`config.mk`:
```
export PLATFORM = sky130hd
export DESIGN_NAME = midi_io_core
export DESIGN_NICKNAME = d
export VERILOG_FILES = /design/src/rtl/midi_pkg.sv /design/src/rtl/midi_io_core_debounce.sv /design/src/rtl/midi_io_core.sv
export SDC_FILE = /design/constraint.sdc
export NUM_CORES = 1
export LEC_CHECK = 0
export ABC_AREA = 1
export BUFFER_PORTS_ARGS = -buffer_cell sky130_fd_sc_hd__buf_2
export CORE_MARGIN = 3
export CORE_UTILIZATION = 42
export DETAILED_ROUTE_END_ITERATION = 6
export GPL_ROUTABILITY_DRIVEN = 0
export REMOVE_ABC_BUFFERS = 1
export SYNTH_ARGS = -nofsm -noshare
export SYNTH_HDL_FRONTEND = slang
export SYNTH_SLANG_ARGS = --single-unit
```
`constraint.sdc`:
```
create_clock -name clk -period 12.5 [get_ports clk]
set_clock_uncertainty 0.2 [all_clocks]
set_input_delay 2.5 -clock clk [delete_from_list [all_inputs] [get_ports clk]]
set_output_delay 2.5 -clock clk [all_outputs]
set_load 0.005 [all_outputs]
```
`src/rtl/midi_pkg.sv`:
```
// Shared constants, FSM state types and helper functions for the MIDI I/O core.
package midi_pkg;

    localparam logic [7:0] CC_MSG = 8'hB0;
    localparam logic [7:0] PC_MSG = 8'hC0;
    localparam logic [7:0] CP_MSG = 8'hD0;

    typedef enum logic {
        TX_IDLE,
        TX_SHIFT
    } tx_state_e;

    typedef enum logic [1:0] {
        RX_IDLE,
        RX_START,
        RX_DATA,
        RX_STOP
    } rx_state_e;

    // Program change and channel pressure carry one data byte; every other
    // channel message carries two.
    function automatic logic [1:0] midi_byte_count(input logic [7:0] status);
        if (status[7:4] == PC_MSG[7:4] || status[7:4] == CP_MSG[7:4]) begin
            return 2'd2;
        end
        return 2'd3;
    endfunction

    // Line level for bit position pos (0..9) of a serial frame:
    // start bit, eight data bits LSB-first, stop bit.
    function automatic logic frame_bit(input logic [7:0] data, input logic [3:0] pos);
        logic bit_v;
        case (pos)
            4'd0:    bit_v = 1'b0;
            4'd1:    bit_v = data[0];
            4'd2:    bit_v = data[1];
            4'd3:    bit_v = data[2];
            4'd4:    bit_v = data[3];
            4'd5:    bit_v = data[4];
            4'd6:    bit_v = data[5];
            4'd7:    bit_v = data[6];
            4'd8:    bit_v = data[7];
            default: bit_v = 1'b1;
        endcase
        return bit_v;
    endfunction

endpackage

```
`src/rtl/midi_io_core_debounce.sv`:
```
// Single-button debouncer: the output follows the synchronised input only
// after the input has disagreed with it for 2^CNT_W consecutive cycles.
module midi_io_core_debounce
    import midi_pkg::*;
#(
    parameter int CNT_W = 21
) (
    input  logic clk,
    input  logic rst,
    input  logic sync_i,
    output logic deb_o
);

    logic [CNT_W-1:0] cnt_q, cnt_d;
    logic             deb_q, deb_d;

    // Count cycles of disagreement; any return to agreement restarts the count
    always_comb begin
        cnt_d = '0;
        deb_d = deb_q;
        if (sync_i != deb_q) begin
            if (&cnt_q) begin
                deb_d = sync_i;
            end else begin
                cnt_d = cnt_q + CNT_W'(1);
            end
        end
    end

    // Counter and debounced level registers
    always_ff @(posedge clk or posedge rst) begin
        if (rst) begin
            cnt_q <= '0;
            deb_q <= 1'b0;
        end else begin
            cnt_q <= cnt_d;
            deb_q <= deb_d;
        end
    end

    assign deb_o = deb_q;

endmodule

```
`src/rtl/midi_io_core.sv`:
```
// MIDI front-end: button debounce/strobe, MIDI receiver with running-status
// parser, and a MIDI transmitter for up to three framed bytes.
//
// TX FSM
//   state    | meaning
//   TX_IDLE  | line held high, waiting for tx_trigger with nonzero tx_bits
//   TX_SHIFT | shifting latched command out, one bit per BAUD_DIV cycles
// RX FSM
//   state    | meaning
//   RX_IDLE  | waiting for a falling edge on the synced line
//   RX_START | timing to mid start bit to confirm it is still low
//   RX_DATA  | sampling eight data bits at bit centres
//   RX_STOP  | sampling the stop bit; high hands byte to parser
module midi_io_core
    import midi_pkg::*;
#(
    parameter int BAUD_DIV     = 3200,
    parameter int DEBOUNCE_CNT = 21
) (
    input  logic       clk,
    input  logic       rst,
    input  logic       btn1,
    input  logic       btn2,
    input  logic       midi_rx,
    output logic       midi_tx,
    input  logic [1:0] midi_in_state,
    output logic [1:0] btn_index,
    output logic       save_mode,
    output logic [7:0] rx_status,
    output logic [7:0] rx_data1,
    output logic [7:0] rx_data2,
    output logic [1:0] rx_bytes,
    output logic       rx_done,
    input  logic [7:0] tx_status,
    input  logic [7:0] tx_data1,
    input  logic [7:0] tx_data2,
    input  logic [7:0] tx_bits,
    input  logic       tx_trigger,
    output logic       tx_busy
);

    localparam int                BAUD_W    = $clog2(BAUD_DIV);
    localparam logic [BAUD_W-1:0] BAUD_LAST = BAUD_W'(BAUD_DIV - 1);
    localparam logic [BAUD_W-1:0] HALF_LAST = BAUD_W'(BAUD_DIV / 2 - 1);

    // ------------------------------------------------------------------
    // Input synchronisers and button strobe
    // ------------------------------------------------------------------
    logic [1:0] btn_meta_q, btn_sync_q;
    logic       rx_meta_q, rx_sync_q, rx_prev_q;
    logic [1:0] deb;
    logic [1:0] deb_prev_q;
    logic [1:0] btn_index_q;
    logic       save_mode_q;
    logic       deb_rise;

    // Two-flop synchronisers; the MIDI line idles high so it resets high
    always_ff @(posedge clk or posedge rst) begin
        if (rst) begin
            btn_meta_q <= 2'b00;
            btn_sync_q <= 2'b00;
            rx_meta_q  <= 1'b1;
            rx_sync_q  <= 1'b1;
            rx_prev_q  <= 1'b1;
        end else begin
            btn_meta_q <= {btn2, btn1};
            btn_sync_q <= btn_meta_q;
            rx_meta_q  <= midi_rx;
            rx_sync_q  <= rx_meta_q;
            rx_prev_q  <= rx_sync_q;
        end
    end

    midi_io_core_debounce #(.CNT_W(DEBOUNCE_CNT)) u_deb1 (
        .clk    (clk),
        .rst    (rst),
        .sync_i (btn_sync_q[0]),
        .deb_o  (deb[0])
    );

    midi_io_core_debounce #(.CNT_W(DEBOUNCE_CNT)) u_deb2 (
        .clk    (clk),
        .rst    (rst),
        .sync_i (btn_sync_q[1]),
        .deb_o  (deb[1])
    );

    assign deb_rise = |(deb & ~deb_prev_q);

    // One-cycle strobe reporting every debounced button that is down when any rises
    always_ff @(posedge clk or posedge rst) begin
        if (rst) begin
            deb_prev_q  <= 2'b00;
            btn_index_q <= 2'd0;
            save_mode_q <= 1'b0;
        end else begin
            deb_prev_q  <= deb;
            btn_index_q <= deb_rise ? deb : 2'd0;
            save_mode_q <= deb_rise && (midi_in_state == 2'd1);
        end
    end

    assign btn_index = btn_index_q;
    assign save_mode = save_mode_q;

    // ------------------------------------------------------------------
    // Transmitter
    // ------------------------------------------------------------------
    tx_state_e         tx_state_q, tx_state_d;
    logic [23:0]       tx_buf_q, tx_buf_d;
    logic [7:0]        tx_left_q, tx_left_d;
    logic [1:0]        tx_sel_q, tx_sel_d;
    logic [3:0]        tx_pos_q, tx_pos_d;
    logic [BAUD_W-1:0] tx_baud_q, tx_baud_d;
    logic              midi_tx_q, midi_tx_d;
    logic [7:0]        tx_byte;

    // TX next state; the line level is derived from the next position so it is registered
    always_comb begin
        tx_state_d = tx_state_q;
        tx_buf_d   = tx_buf_q;
        tx_left_d  = tx_left_q;
        tx_sel_d   = tx_sel_q;
        tx_pos_d   = tx_pos_q;
        tx_baud_d  = tx_baud_q;
        case (tx_state_q)
            TX_IDLE: begin
                if (tx_trigger && tx_bits != 8'd0) begin
                    tx_buf_d   = {tx_data2, tx_data1, tx_status};
                    tx_left_d  = tx_bits;
                    tx_sel_d   = 2'd0;
                    tx_pos_d   = 4'd0;
                    tx_baud_d  = '0;
                    tx_state_d = TX_SHIFT;
                end
            end
            TX_SHIFT: begin
                if (tx_baud_q == BAUD_LAST) begin
                    tx_baud_d = '0;
                    tx_left_d = tx_left_q - 8'd1;
                    if (tx_left_q == 8'd1) begin
                        tx_state_d = TX_IDLE;
                    end else if (tx_pos_q == 4'd9) begin
                        tx_pos_d = 4'd0;
                        // Bit counts beyond three frames just hold the line high
                        if (tx_sel_q != 2'd3) begin
                            tx_sel_d = tx_sel_q + 2'd1;
                        end
                    end else begin
                        tx_pos_d = tx_pos_q + 4'd1;
                    end
                end else begin
                    tx_baud_d = tx_baud_q + BAUD_W'(1);
                end
            end
            default: tx_state_d = TX_IDLE;
        endcase

        case (tx_sel_d)
            2'd0:    tx_byte = tx_buf_d[7:0];
            2'd1:    tx_byte = tx_buf_d[15:8];
            2'd2:    tx_byte = tx_buf_d[23:16];
            default: tx_byte = 8'hFF;
        endcase

        midi_tx_d = 1'b1;
        if (tx_state_d == TX_SHIFT && tx_sel_d != 2'd3) begin
            midi_tx_d = frame_bit(tx_byte, tx_pos_d);
        end
    end

    // TX state registers; reset drives the line high at once
    always_ff @(posedge clk or posedge rst) begin
        if (rst) begin
            tx_state_q <= TX_IDLE;
            tx_buf_q   <= '0;
            tx_left_q  <= '0;
            tx_sel_q   <= '0;
            tx_pos_q   <= '0;
            tx_baud_q  <= '0;
            midi_tx_q  <= 1'b1;
        end else begin
            tx_state_q <= tx_state_d;
            tx_buf_q   <= tx_buf_d;
            tx_left_q  <= tx_left_d;
            tx_sel_q   <= tx_sel_d;
            tx_pos_q   <= tx_pos_d;
            tx_baud_q  <= tx_baud_d;
            midi_tx_q  <= midi_tx_d;
        end
    end

    assign midi_tx = midi_tx_q;
    assign tx_busy = (tx_state_q == TX_SHIFT);

    // ------------------------------------------------------------------
    // Receiver
    // ------------------------------------------------------------------
    rx_state_e         rx_state_q, rx_state_d;
    logic [BAUD_W-1:0] rx_baud_q, rx_baud_d;
    logic [2:0]        rx_bit_q, rx_bit_d;
    logic [7:0]        rx_shift_q, rx_shift_d;
    logic              rx_byte_ok;
    logic              rx_frame_err;

    // RX bit timing: confirm start at half a bit, then sample every full bit
    always_comb begin
        rx_state_d   = rx_state_q;
        rx_baud_d    = rx_baud_q;
        rx_bit_d     = rx_bit_q;
        rx_shift_d   = rx_shift_q;
        rx_byte_ok   = 1'b0;
        rx_frame_err = 1'b0;
        case (rx_state_q)
            RX_IDLE: begin
                if (rx_prev_q && !rx_sync_q) begin
                    rx_baud_d  = '0;
                    rx_state_d = RX_START;
                end
            end
            RX_START: begin
                if (rx_baud_q == HALF_LAST) begin
                    rx_baud_d = '0;
                    rx_bit_d  = 3'd0;
                    rx_state_d = rx_sync_q ? RX_IDLE : RX_DATA;
                end else begin
                    rx_baud_d = rx_baud_q + BAUD_W'(1);
                end
            end
            RX_DATA: begin
                if (rx_baud_q == BAUD_LAST) begin
                    rx_baud_d  = '0;
                    rx_shift_d = {rx_sync_q, rx_shift_q[7:1]};
                    rx_bit_d   = rx_bit_q + 3'd1;
                    if (rx_bit_q == 3'd7) begin
                        rx_state_d = RX_STOP;
                    end
                end else begin
                    rx_baud_d = rx_baud_q + BAUD_W'(1);
                end
            end
            RX_STOP: begin
                if (rx_baud_q == BAUD_LAST) begin
                    rx_baud_d    = '0;
                    rx_state_d   = RX_IDLE;
                    rx_byte_ok   = rx_sync_q;
                    rx_frame_err = !rx_sync_q;
                end else begin
                    rx_baud_d = rx_baud_q + BAUD_W'(1);
                end
            end
            default: rx_state_d = RX_IDLE;
        endcase
    end

    // RX state registers
    always_ff @(posedge clk or posedge rst) begin
        if (rst) begin
            rx_state_q <= RX_IDLE;
            rx_baud_q  <= '0;
            rx_bit_q   <= '0;
            rx_shift_q <= '0;
        end else begin
            rx_state_q <= rx_state_d;
            rx_baud_q  <= rx_baud_d;
            rx_bit_q   <= rx_bit_d;
            rx_shift_q <= rx_shift_d;
        end
    end

    logic [7:0] run_status_q;
    logic [7:0] run_data1_q;
    logic       have_data1_q;
    logic [7:0] rx_status_q, rx_data1_q, rx_data2_q;
    logic [1:0] rx_bytes_q;
    logic       rx_done_q;

    // Command parser with running status; system bytes never touch its state
    always_ff @(posedge clk or posedge rst) begin
        if (rst) begin
            run_status_q <= '0;
            run_data1_q  <= '0;
            have_data1_q <= 1'b0;
            rx_status_q  <= '0;
            rx_data1_q   <= '0;
            rx_data2_q   <= '0;
            rx_bytes_q   <= '0;
            rx_done_q    <= 1'b0;
        end else begin
            rx_done_q <= 1'b0;
            if (rx_frame_err) begin
                run_status_q <= '0;
                have_data1_q <= 1'b0;
            end else if (rx_byte_ok && rx_shift_q[7:4] != 4'hF) begin
                if (rx_shift_q[7]) begin
                    run_status_q <= rx_shift_q;
                    have_data1_q <= 1'b0;
                end else if (run_status_q[7]) begin
                    if (!have_data1_q && midi_byte_count(run_status_q) == 2'd2) begin
                        rx_status_q <= run_status_q;
                        rx_data1_q  <= rx_shift_q;
                        rx_data2_q  <= 8'h00;
                        rx_bytes_q  <= 2'd2;
                        rx_done_q   <= 1'b1;
                    end else if (!have_data1_q) begin
                        run_data1_q  <= rx_shift_q;
                        have_data1_q <= 1'b1;
                    end else begin
                        rx_status_q  <= run_status_q;
                        rx_data1_q   <= run_data1_q;
                        rx_data2_q   <= rx_shift_q;
                        rx_bytes_q   <= 2'd3;
                        rx_done_q    <= 1'b1;
                        have_data1_q <= 1'b0;
                    end
                end
            end
        end
    end

    assign rx_status = rx_status_q;
    assign rx_data1  = rx_data1_q;
    assign rx_data2  = rx_data2_q;
    assign rx_bytes  = rx_bytes_q;
    assign rx_done   = rx_done_q;

endmodule

```
==> results.txt <==
hold path start = btn_meta_q[0]
Final period util = 0.361
Initial Util = 0.430
PD cells = 140 nW/um^2
number of H-tree levels = 4
worst rel slew slack = 0.377
most area-hungry cell type in the Yosys netlist = dfrtp_1
aggregate global-route resource usage = 0.170
Post-CTS Repair Setup Buffers = 0
CP arrival = 4.67 ns
Max stage delay on crit path = 0.34 ns
P&R area growth vs syn = 13.6%
worst r2r path cells = 10
die width = 147 um
hold path depth = 0
cts bufs inserted = 17
# Max-Cap Violations = 0
drt drc = 0
worst path bufs/invs = 3
crit start category = input port
share of the synthesized area in the top cell type = 0.503
Cells after Synth = 968
CP Max Fanout = 27
ANT nets after route = 0
Util after Layout = 0.489
die area = 21700 sq um
final WL = 17400 um
Worst VDD drop = 0.0000991 V
# resized after CTS = 0
router iterations before antenna repair = 4
crit path cell chain = buf_2 -> nor2_1 -> nand4_1 -> nand3_1 -> buf_4 -> nand2_1 -> nand2_1 -> inv_1 -> nand4_1 -> nand3_1 -> nand2_1 -> nand2_1 -> nor2_1 -> nand3_1
initial drt markers = 312
row count = 51
# diodes = 0
Worst Hold End = btn_sync_q[0]
chip height = 147 um
I/O pin total = 72
Yosys cell types = 54
min Tclk post-route = 4.52 ns
wire per inst = 13.3 um
fin. max-slew vios = 0
Post-CTS Hold Buffers = 0
Final Hold Viols = 0
clock buffer depth = 2
crit-path leading delay family = simple AND/OR/NAND/NOR gates
global-route wire length before repair = 30500 um
vias in the first global route = 6394
CTS tree = done
Syn Std Cell Area = 8400 sq um
total gr overflow = 0
clock root cell = clkbuf_16
Post-synth ARST share = 1.00
EDFF count, synth = 0
status = complete, no violations
Worst R2R Setup Slack = 9.54 ns
Leakage = 4.52 nW
Crit Path Category = input port to flip-flop
largest net degree at the start of global routing = 98
FF-to-FF End = rx_data2[5]
share of layout cells above drive strength 1 = 0.167
Synth Register Bits = 173
Final setup viols = 0
mean post-synth cell area = 8.68 sq um
CP endpoint kind = flip-flop
Req. time, crit path = 12.65 ns
Seq/Total Area, Yosys = 0.516
reg-to-reg startpoint = rx_baud_q[0]
via count = 6464
slew at the pin closest to its max-slew limit = 0.935 ns
clock sinks = 173
clk slew on worst S/H paths = 0.07 ns
Main synth FF type = dfrtp_1
worst min-delay path class = flip-flop to flip-flop
warnings from Yosys = 0
setup TNS = 0 ns
RSZ-0062 raised after global routing = no
ranking of synthesized cells by area = dfrtp_1 (50%), nand2_1 (12%), nor2_1 (4.2%), inv_1 (3.9%), o21ai_0 (3.4%)
Placeable Area = 19500 sq um
initial antenna violation count = 0
Worst-Skew Late Latency = 0.43 ns
crit-path most repeated cell = nand2_1
Buffers on Ports = 69
final net count = 1086
drt via density = 4.91
Slowest-stage cell, CP = inv_1
HPWL after DPL = 12300 um
Fmax = 221 MHz
synthesized netlist by cell type (all sizes together), types with 4 or more instances:
cell type	instances
nor2	114
ha	8
xnor2	10
xor2	30
inv	96
nand4	21
a31oi	13
o21ai	75
nor4	10
nand2	268
a21oi	15
o22ai	15
buf	16
dfrtp	169
nand3	50
clkbuf	7
nor3	21
dfstp	4
clkinv	4
state kept, by name, summed over array words and instances, names as in the netlist, 2 cells and up, named ones only:
name          flops
run_status_q      8
tx_pos_q          4
u_deb1.cnt_q     21
rx_data1          7
tx_left_q         8
rx_data2          7
rx_baud_q        12
u_deb2.cnt_q     21
rx_bit_q          3
btn_index         2
btn_meta_q        2
tx_baud_q        12
rx_status         8
run_data1_q       7
btn_sync_q        2
deb_prev_q        2
tx_buf_q         24
tx_sel_q          2
rx_shift_q        8
per-stage QoR:
step	worst slack (ns)	hold WS (ns)	power, mW	instance area (sq um)	instances
after floorplan	5.12	0.131	0.778	8260	946
after global placement	7.61	0.136	0.828	8970	1284
after detailed placement	7.57	0.144	0.832	8970	1284
after CTS	8.02	0.152	1.36	9540	1316
after global routing	7.71	0.160	1.41	9540	1316
final	7.98	0.150	1.34	9540	1316
cell families after synthesis:
family | count (synthesis) | share of synthesized area
other | 1 | 0.000446
and+or+nand+nor | 493 | 0.280
AOI/OAI and AO/OA | 130 | 0.0879
xor gates and xnor gates | 40 | 0.0417
buffers and inverters | 123 | 0.0624
adders and majority gates | 8 | 0.0119
DFF | 173 | 0.516
final cells by class:
cell class	count	area [sq um]
Fill cell	1919	9990
Clock inverter	14	141
Clock buffer	18	429
Inverter	100	382
Sequential cell	173	4330
Tap cell	265	332
Timing Repair Buffer	73	375
Multi-Input combinational cell	673	3550
layer usage:
metal | track usage | wire (um) | vias to the layer above
met5 | 0 | 0 | -
met4 | 0.0475 | 172 | 0
met3 | 0.0346 | 646 | 14
met2 | 0.265 | 7870 | 97
met1 | 0.243 | 8760 | 3068
li1 | - | - | 3285
worst max-delay path by stage:
stage,depth (start not counted),end,start
3_5_place_dp,14,midi_tx,tx_bits[2]
4_1_cts,14,midi_tx,tx_bits[2]
5_1_grt,14,midi_tx,tx_bits[5]
6_report,14,midi_tx,tx_bits[5]
3_3_place_gp,14,midi_tx,tx_bits[5]
2_1_floorplan,1,async pin,rst
report_power, final:
part / internal, mW / switching [mW]
Sequential: 0.603 / 0.0344
Combinational: 0.0647 / 0.118
Clock: 0.294 / 0.221
cell usage in the layout (no fill, tap or decap), types with 4 or more instances in the layout:
cell type,n
nor3_1,13
nand4_1,19
inv_6,4
nor4_1,7
a21oi_1,15
buf_4,4
inv_2,8
nor2_2,18
dfstp_2,4
nand2_2,6
o21ai_0,57
nand2_1,259
nor3_2,4
nor2_1,94
dfrtp_1,169
nand3_1,39
nand3_4,4
a31oi_1,13
o22ai_1,15
inv_1,87
clkbuf_16,17
nand3_2,7
xnor2_1,10
ha_1,8
xor2_1,30
buf_2,69
o21ai_1,15
nor3_4,4
clkinv_2,7
(Power assumes the default switching activity.)
